===== config.mk =====
export PLATFORM = sky130hd
export DESIGN_NAME = clock_step_controller_flat
export DESIGN_NICKNAME = d
export VERILOG_FILES = /design/src/rtl/clk_ctrl_pkg.sv /design/src/rtl/clock_step_controller_if.sv /design/src/rtl/ce_prescaler.sv /design/src/rtl/clock_step_controller.sv /design/src/flat_wrapper.sv
export SDC_FILE = /design/constraint.sdc
export NUM_CORES = 1
export LEC_CHECK = 0
export ABC_AREA = 1
export CORE_MARGIN = 4
export CORE_UTILIZATION = 62
export CTS_BUF_LIST = sky130_fd_sc_hd__clkbuf_4 sky130_fd_sc_hd__clkbuf_8
export CTS_CLUSTER_DIAMETER = 30
export DETAILED_ROUTE_END_ITERATION = 8
export PLACE_DENSITY_LB_ADDON = 0.12
export SETUP_SLACK_MARGIN = 0.1
export SYNTH_ARGS = -nofsm -noshare
export SYNTH_HDL_FRONTEND = slang
export SYNTH_SLANG_ARGS = --single-unit

===== constraint.sdc =====
create_clock -name clk -period 4.5 [get_ports clk]
set_input_delay 0.45 -clock clk [delete_from_list [all_inputs] [get_ports clk]]
set_output_delay 0.45 -clock clk [all_outputs]
set_load 0.005 [all_outputs]

===== src/rtl/clk_ctrl_pkg.sv =====
// Shared state encoding and reset divisor for the pipeline clock-step controller.
package clk_ctrl_pkg;

  typedef enum logic [1:0] {
    ST_HALT  = 2'd0,
    ST_RUN   = 2'd1,
    ST_STEP  = 2'd2,
    ST_BREAK = 2'd3
  } step_state_t;

  localparam int unsigned DEFAULT_LIMIT = 2500000;

  function automatic logic is_active(step_state_t s);
    return (s == ST_RUN) || (s == ST_STEP);
  endfunction

endpackage


===== src/rtl/clock_step_controller_if.sv =====
// Control/status bundle between the debug host side and the clock-step controller.
interface clock_step_controller_if #(
  parameter int CNT_W  = 32,
  parameter int STEP_W = 16
);
  logic              div_load;
  logic [CNT_W-1:0]  div_value;
  logic              run_req;
  logic              halt_req;
  logic              step_req;
  logic [STEP_W-1:0] step_num;
  logic              bkpt_hit;
  logic              cpu_ce;
  logic [1:0]        state;
  logic [STEP_W-1:0] steps_left;
  logic [31:0]       ce_count;

  modport master (
    output div_load, div_value, run_req, halt_req, step_req, step_num, bkpt_hit,
    input  cpu_ce, state, steps_left, ce_count
  );

  modport slave (
    input  div_load, div_value, run_req, halt_req, step_req, step_num, bkpt_hit,
    output cpu_ce, state, steps_left, ce_count
  );
endinterface


===== src/rtl/ce_prescaler.sv =====
// Programmable prescaler: counts 0..div-1 and flags the terminal count as a tick.
module ce_prescaler #(
  parameter int          CNT_W     = 32,
  parameter int unsigned RESET_DIV = 2500000
) (
  input  logic             clk,
  input  logic             reset,
  input  logic             hold,
  input  logic             load,
  input  logic [CNT_W-1:0] load_value,
  output logic             tick
);

  localparam logic [CNT_W-1:0] DIV_INIT = (RESET_DIV == 0) ? CNT_W'(1) : CNT_W'(RESET_DIV);

  logic [CNT_W-1:0] div_q;
  logic [CNT_W-1:0] cnt_q;
  logic             wrap;

  assign wrap = (cnt_q == div_q - CNT_W'(1));
  // A load restarts the period, so a terminal count in the same cycle is discarded.
  assign tick = wrap && !hold && !load;

  always_ff @(posedge clk) begin
    if (reset) begin
      div_q <= DIV_INIT;
      cnt_q <= '0;
    end else if (load) begin
      div_q <= (load_value == '0) ? CNT_W'(1) : load_value;
      cnt_q <= '0;
    end else if (hold || wrap) begin
      cnt_q <= '0;
    end else begin
      cnt_q <= cnt_q + CNT_W'(1);
    end
  end

endmodule


===== src/rtl/clock_step_controller.sv =====
// Run/halt/single-step sequencer producing a one-cycle clock enable for the pipeline.
// state | meaning
// HALT  | idle, no enables, waiting for run or step
// RUN   | free-running enables every div cycles
// STEP  | issuing steps_left enables, then back to HALT
// BREAK | stopped by breakpoint, steps_left preserved
module clock_step_controller
  import clk_ctrl_pkg::*;
#(
  parameter int          CNT_W         = 32,
  parameter int          STEP_W        = 16,
  parameter int unsigned DEFAULT_LIMIT = clk_ctrl_pkg::DEFAULT_LIMIT
) (
  input logic                    clk,
  input logic                    reset,
  clock_step_controller_if.slave bus
);

  step_state_t       state_q, state_d;
  logic [STEP_W-1:0] steps_q, steps_d;
  logic              tick;
  logic              hold;
  logic              cpu_ce_q;
  logic [31:0]       ce_count_q;

  // Any stop request also clears the prescaler so HALT/BREAK always start from cnt=0.
  assign hold = !is_active(state_q) || bus.halt_req || bus.bkpt_hit;

  ce_prescaler #(
    .CNT_W     (CNT_W),
    .RESET_DIV (DEFAULT_LIMIT)
  ) u_prescaler (
    .clk        (clk),
    .reset      (reset),
    .hold       (hold),
    .load       (bus.div_load),
    .load_value (bus.div_value),
    .tick       (tick)
  );

  always_comb begin
    state_d = state_q;
    steps_d = steps_q;
    case (state_q)
      ST_HALT, ST_BREAK: begin
        if (bus.halt_req) begin
          state_d = ST_HALT;
          steps_d = '0;
        end else if (bus.run_req) begin
          state_d = ST_RUN;
          steps_d = '0;
        end else if (bus.step_req && (bus.step_num != '0)) begin
          state_d = ST_STEP;
          steps_d = bus.step_num;
        end
      end
      ST_RUN: begin
        if (bus.halt_req) begin
          state_d = ST_HALT;
        end else if (bus.bkpt_hit) begin
          state_d = ST_BREAK;
        end
      end
      ST_STEP: begin
        if (bus.halt_req) begin
          state_d = ST_HALT;
          steps_d = '0;
        end else if (bus.bkpt_hit) begin
          state_d = ST_BREAK;
        end else if (tick) begin
          if (steps_q == STEP_W'(1)) begin
            state_d = ST_HALT;
            steps_d = '0;
          end else begin
            steps_d = steps_q - STEP_W'(1);
          end
        end
      end
      default: begin
        state_d = ST_HALT;
        steps_d = '0;
      end
    endcase
  end

  always_ff @(posedge clk) begin
    if (reset) begin
      state_q    <= ST_HALT;
      steps_q    <= '0;
      cpu_ce_q   <= 1'b0;
      ce_count_q <= '0;
    end else begin
      state_q  <= state_d;
      steps_q  <= steps_d;
      cpu_ce_q <= tick;
      if (tick) begin
        ce_count_q <= ce_count_q + 32'd1;
      end
    end
  end

  assign bus.cpu_ce     = cpu_ce_q;
  assign bus.state      = state_q;
  assign bus.steps_left = steps_q;
  assign bus.ce_count   = ce_count_q;

endmodule

===== src/flat_wrapper.sv =====
// flat-port wrapper written by rule: the top's interface ports become plain ports
module clock_step_controller_flat import clk_ctrl_pkg::*;
#(
  parameter int          CNT_W         = 32,
  parameter int          STEP_W        = 16,
  parameter int unsigned DEFAULT_LIMIT = clk_ctrl_pkg::DEFAULT_LIMIT
)
  (clk, reset, bus_div_load, bus_div_value, bus_run_req, bus_halt_req, bus_step_req, bus_step_num, bus_bkpt_hit, bus_cpu_ce, bus_state, bus_steps_left, bus_ce_count);
  clock_step_controller_if #(.CNT_W(CNT_W), .STEP_W(STEP_W)) bus_i ();
  input logic clk;
  input logic reset;
  input wire logic [$bits(bus_i.div_load)-1:0] bus_div_load;
  input wire logic [$bits(bus_i.div_value)-1:0] bus_div_value;
  input wire logic [$bits(bus_i.run_req)-1:0] bus_run_req;
  input wire logic [$bits(bus_i.halt_req)-1:0] bus_halt_req;
  input wire logic [$bits(bus_i.step_req)-1:0] bus_step_req;
  input wire logic [$bits(bus_i.step_num)-1:0] bus_step_num;
  input wire logic [$bits(bus_i.bkpt_hit)-1:0] bus_bkpt_hit;
  output wire logic [$bits(bus_i.cpu_ce)-1:0] bus_cpu_ce;
  output wire logic [$bits(bus_i.state)-1:0] bus_state;
  output wire logic [$bits(bus_i.steps_left)-1:0] bus_steps_left;
  output wire logic [$bits(bus_i.ce_count)-1:0] bus_ce_count;
  assign bus_i.div_load = bus_div_load;
  assign bus_i.div_value = bus_div_value;
  assign bus_i.run_req = bus_run_req;
  assign bus_i.halt_req = bus_halt_req;
  assign bus_i.step_req = bus_step_req;
  assign bus_i.step_num = bus_step_num;
  assign bus_i.bkpt_hit = bus_bkpt_hit;
  assign bus_cpu_ce = bus_i.cpu_ce;
  assign bus_state = bus_i.state;
  assign bus_steps_left = bus_i.steps_left;
  assign bus_ce_count = bus_i.ce_count;
  clock_step_controller #(.CNT_W(CNT_W), .STEP_W(STEP_W), .DEFAULT_LIMIT(DEFAULT_LIMIT)) u_core (.clk(clk), .reset(reset), .bus(bus_i));
endmodule

==> flow_summary.ini, run 1 <==
[routing]
drcViolationCount = 0
post_drt_wl_per_cell_um = 14.64
num_vias = 8413
drtAntennaViolNets = 0
avgViaCountPerCell = 5.557
drtIter0Drc = 893
routed_wl_um = 22160
firstDrtPassIters = 5

[yosys]
yosys.area.top_type = dfxtp_1
ys_warn_count = 0
synth_top_area_share_pct = 29.52
synthesis.area_um2 = 7800
synthAdderAreaFrac_pct = 1.283
synth-simple-area-share_pct = 43.84
syn_inst = 1235
synth_nets = 1298
synthTopCellsByArea = dfxtp_1 (30%), nand2_1 (16%), nor2_1 (7.5%)
synth.avg_cell_area_um2 = 6.316
synth_top_family_by_area = simple AND/OR/NAND/NOR gates
ys_types = 46
ys_seq_area_share_pct = 29.52
synth-compound-area-share_pct = 9.175
synth_xor_area_share_pct = 7.523
synth.area.mux_share_pct = 0
ys_ff_latch = 115

[pwr]
power_density_nw_per_um2 = 281.1
p_leak_nw = 3.744
worst_ir_drop_vdd_uv = 310.7

[finish]
syn_to_final_growth_pct = 19.99
nets = 1396
mostFrequentLayoutCells = nand2_1 (333), nor2_1 (156), inv_1 (132)
antenna-diode-count = 0
instances_no_fill = 1514
drive_above_1_share_pct = 5.721
final_common_cell = nand2_1

[place]
place_congestion = 1.011
io_buffers = 105
dpl.hpwl_um = 17030
dp.cells = 1482

[setup_path]
reg2reg_to = u_core.bus.ce_count[21]
crit_path_start = u_core.u_prescaler.div_q[0]
startpoint_type = register
r2r-start = u_core.u_prescaler.div_q[0]
required_ps = 4820
critPathCaptureType = register
crit_path_end = u_core.bus.ce_count[21]
rrSetupSlack_ps = 1210
worstPathArrival_ps = 3610
crit_fanout = 26
r2r_cells = 17
critical_path_class = reg -> reg

[clock_tree]
clock_path_buffers = 2
post-cts-setup-buffers = 0
cts_sinks = 115
clock-root-buffer = clkbuf_8
tritoncts = done
clkLatencyLatePin_ps = 460
cts_buffers = 17
cts_resized = 0
cts_max_level = 4
path_clk_slew_ps = 70
ctsHoldBuffers = 0

[sta]
setup_viol = 0
rsz0062_at_grt = no
fin_skew_ps = 10.82
fin_crit_sh_pct = 73.16
setup_tns_ps = 0
hold_viol = 0
finalMaxSlewViolations = 0
slew_headroom_pct = 52.10
tightestPinTransition_ps = 716.4
period_needed_ps = 3292
fmaxAchievable_mhz = 303.7

[global_route]
antenna_found_initial = 0
grt_pass1_vias = 7588
grt_pass1_wl_um = 36250
grt.total_usage_pct = 30.74
grt_max_degree = 47
globalRouteOverflowTotal = 0

[floorplan]
rows = 40
die_x_um = 120.2
dieArea_um2 = 14440
core-area_um2 = 12160
io_pins = 106
die_y_um = 120.2
start_util_pct = 64.14

[hold_path]
min_path_type = reg -> reg
hold_start = u_core.u_prescaler.cnt_q[3]

[status]
status = complete, no violations

[flow_run]
max_cap_violations = 0
## power by group
group          internal, W  switching (W)
sequential         0.00105      0.0000459
clock             0.000598       0.000452
combinational     0.000203       0.000282
## cell usage after synthesis (all sizes together)
| cell type | count |
|---|---|
| o22ai | 10 |
| nor4 | 22 |
| o21bai | 1 |
| ha | 8 |
| o21ai | 37 |
| o31ai | 1 |
| xnor2 | 28 |
| and3b | 1 |
| clkbuf | 19 |
| a21oi | 71 |
| nor3 | 32 |
| nor3b | 8 |
| or3 | 1 |
| nand4 | 29 |
| nand3 | 114 |
| a31oi | 3 |
| o2bb2ai | 5 |
| and2 | 2 |
| o211ai | 3 |
| and3 | 5 |
| a22o | 1 |
| or4 | 1 |
| inv | 135 |
| or2 | 6 |
| nor2 | 171 |
| clkinv | 2 |
| buf | 12 |
| nand3b | 11 |
| nand2 | 342 |
| dfxtp | 115 |
| xor2 | 39 |
## per-stage QoR
| step | utilization, % | cell area (µm²) | power [W] | hold slack, ps | setup WS [ps] |
|---|---|---|---|---|---|
| after floorplan | - | 7800 | 0.001434 | 452.0 | 2050 |
| after global placement | 73.49 | 8937 | 0.001583 | 470.9 | 1435 |
| after detailed placement | 73.49 | 8937 | 0.001593 | 484.0 | 1336 |
| after CTS | 76.95 | 9359 | 0.002632 | 494.4 | 1295 |
| after global routing | 76.95 | 9359 | 0.002748 | 533.3 | 961.2 |
| final | 76.95 | 9359 | 0.002630 | 490.5 | 1208 |
## final cells by class
type                       count  area [µm²]
clock inverter                15       187.7
tap                          168       210.2
clock buffer                  17       234.0
timing repair buffer         110        1089
multi-input combinational    952        4822
sequential                   115        2302
inverter                     137       514.2
fill                         993        2803
## metal layers
metal  global-route usage (%)  share of wire, %
met2                    47.59                44
met3                    6.550               8.4
met5                        0                 0
met1                    42.81                45
met4                    9.592               2.2
## cells by family after synthesis
family,Yosys count
compound gates,132
xor+xnor,67
fa+ha+maj,8
buf+inv,168
flops,115
simple gates,745
## how the worst min path moves through the flow
stage / to / slack [ps] / cells past startpoint
2_1_floorplan: u_core.u_prescaler.cnt_q[0] / 450 / 1
3_3_place_gp: u_core.bus.steps_left[1] / 470 / 2
5_1_grt: u_core.bus.steps_left[1] / 530 / 2
6_report: u_core.u_prescaler.cnt_q[3] / 490 / 2
3_5_place_dp: u_core.u_prescaler.cnt_q[3] / 480 / 2
4_1_cts: u_core.u_prescaler.cnt_q[3] / 490 / 2
## flip-flops by register name, summed over array words and instances (netlist names)
name                      count
u_core.bus.cpu_ce             1
u_core.bus.ce_count          32
u_core.bus.state              2
u_core.u_prescaler.cnt_q     32
u_core.bus.steps_left        16
u_core.u_prescaler.div_q     32
## critical path: stages (launching register included)
cell and delay, ps:
dfxtp_1 330, inv_1 150, ha_1 310, nand2_4 120, nor2_2 230, nand2_1 110, nor2_1 310, xor2_1 110
nand2_1 120, nand2_1 60, nor2_1 150, nand2_1 110, nor2_4 110, nand3_4 120, nor2_8 340, nand2_4 260
nand2_1 130, a21oi_1 70
(Power assumes the default switching activity.)
==> inputs of run 2 (changes only) <==
CORE_UTILIZATION = 58   (was 62)
clock period = 3.4 ns   (was 4.5 ns; I/O delays follow)
==> run 2 against run 1 <==
Clock power increased by 15%. Non-clock buffer count unchanged. Register-to-register slack got worse by 830 ps. Clock skew hardly changed. Fmax up 9.0%. Sequential share of layout area about the same. Core utilization shrank 6.1 points. Routed wire length grew 4.8%. First-iteration DRC count is 5.2% higher. Sequential power grew 32%. Highest routed layer unchanged.
==> flow_summary.ini, run 2 (synthesis results as in run 1) <==
[routing]
drtIter0Drc = 939
routed_wl_um = 23220
drtAntennaViolNets = 0
firstDrtPassIters = 6
avgViaCountPerCell = 5.612
post_drt_wl_per_cell_um = 15.28
drcViolationCount = 0
num_vias = 8524

[finish]
drive_above_1_share_pct = 5.585
fill_cells = 1164
nets = 1397
seqCellArea_um2 = 2302
finish.utilization_pct = 70.89
final_common_cell = nand2_1
antenna-diode-count = 0
syn_to_final_growth_pct = 19.87
mostFrequentLayoutCells = nand2_1 (333), nor2_1 (156), inv_1 (132)
multiInputGateArea_um2 = 4850

[sta]
hold_ws_ps = 478.3
setup_viol = 0
tightestPinTransition_ps = 757.2
slew_headroom_pct = 49.38
setup_tns_ps = 0
fmaxAchievable_mhz = 331.1
period_needed_ps = 3020
hold_viol = 0
fin_skew_ps = 10.43
rsz0062_at_grt = no
fin_crit_sh_pct = 88.83
finalMaxSlewViolations = 0

[floorplan]
start_util_pct = 59.13
die_y_um = 124.0
io_pins = 106
core-area_um2 = 13190
rows = 42
die_x_um = 124.0
dieArea_um2 = 15370

[clock_tree]
clock_path_buffers = 2
cts_max_level = 4
cts_sinks = 115
post-cts-setup-buffers = 0
clock-root-buffer = clkbuf_8
clkLatencyLatePin_ps = 450
path_clk_slew_ps = 60
cts_buffers = 17
tritoncts = done

[setup_path]
worstPathArrival_ps = 3370
startpoint_type = register
crit_fanout = 32
required_ps = 3750
critical_path_class = reg -> reg
critPathCaptureType = register

[global_route]
grt_pass1_wl_um = 36040
grt.total_usage_pct = 29.46
grt_max_degree = 46
grt_pass1_vias = 7361
antenna_found_initial = 0
globalRouteOverflowTotal = 0

[pwr]
p_leak_nw = 3.716
fin_total_pwr_w = 0.003318
power_density_nw_per_um2 = 354.8
worst_ir_drop_vdd_uv = 273.9

[place]
place_congestion = 1.006
dpl.hpwl_um = 17540
io_buffers = 105

[flow_run]
max_cap_violations = 0

[hold_path]
min_path_type = in -> reg

[status]
status = complete, no violations
## run 2: power by group
group,leakage [nW],switching (W),internal [W],total (W)
clock,0.189,0.000551,0.000662,0.00121
combinational,2.59,0.000379,0.000271,0.000651
sequential,0.935,0.0000629,0.00139,0.00145
total,3.72,0.000993,0.00232,0.00332
## run 2: layer usage
metal	GRT usage, %	vias to the layer above	share of wire [%]
met2	44.37	404	44
met4	7.666	0	1.8
met1	42.55	3842	46
li1	-	4236	-
met5	0	-	0
met3	6.676	42	8.7
## run 2: critical path, cell delays in order, from the launching register on
cell and delay (ps):
dfxtp_1 320, inv_1 180, ha_2 290, nand2_4 110
nor2_2 230, nand2_1 110, nor2_1 230, xor2_1 180
nand2_1 110, nand2_1 80, nor2_1 40, nand2_1 100
nor2_4 50, nand3_4 120, nand4_4 420, nor3b_1 340
## run 2: what timing repair did
action / CTS / global route
hold buffers: 0 / 0
gates resized for setup: 0 / 3
endpoints found under the setup margin: 0 / 43
## run 2: metrics by stage
stage	setup slack (ps)	cell area [µm²]	std cells
after floorplan	950.4	7800	1235
after global routing	69.36	9350	1519
after CTS	281.7	9323	1518
after detailed placement	312.2	8960	1490
after global placement	427.2	8960	1490
final	379.8	9350	1519
## run 2: worst paths after layout
check,endpoint,slack (ps),depth (start not counted),startpoint
setup reg to reg,u_core.u_prescaler.cnt_q[29],380,15,u_core.u_prescaler.div_q[0]
hold / removal,u_core.u_prescaler.div_q[2],480,3,bus_div_value[2]
setup / recovery,u_core.u_prescaler.cnt_q[29],380,15,u_core.u_prescaler.div_q[0]
hold reg to reg,u_core.bus.steps_left[1],500,2,u_core.bus.steps_left[1]
## run 2: area by class of cell
| cell class | count | area share [%] |
|---|---|---|
| multi-input cells | 953 | 51.87 |
| flip-flops and latches | 115 | 24.62 |
| repair buffers | 110 | 11.78 |
| inverters | 137 | 5.500 |
| clock buffers | 23 | 3.319 |
| well taps | 176 | 2.355 |
| clock inverters | 5 | 0.5620 |
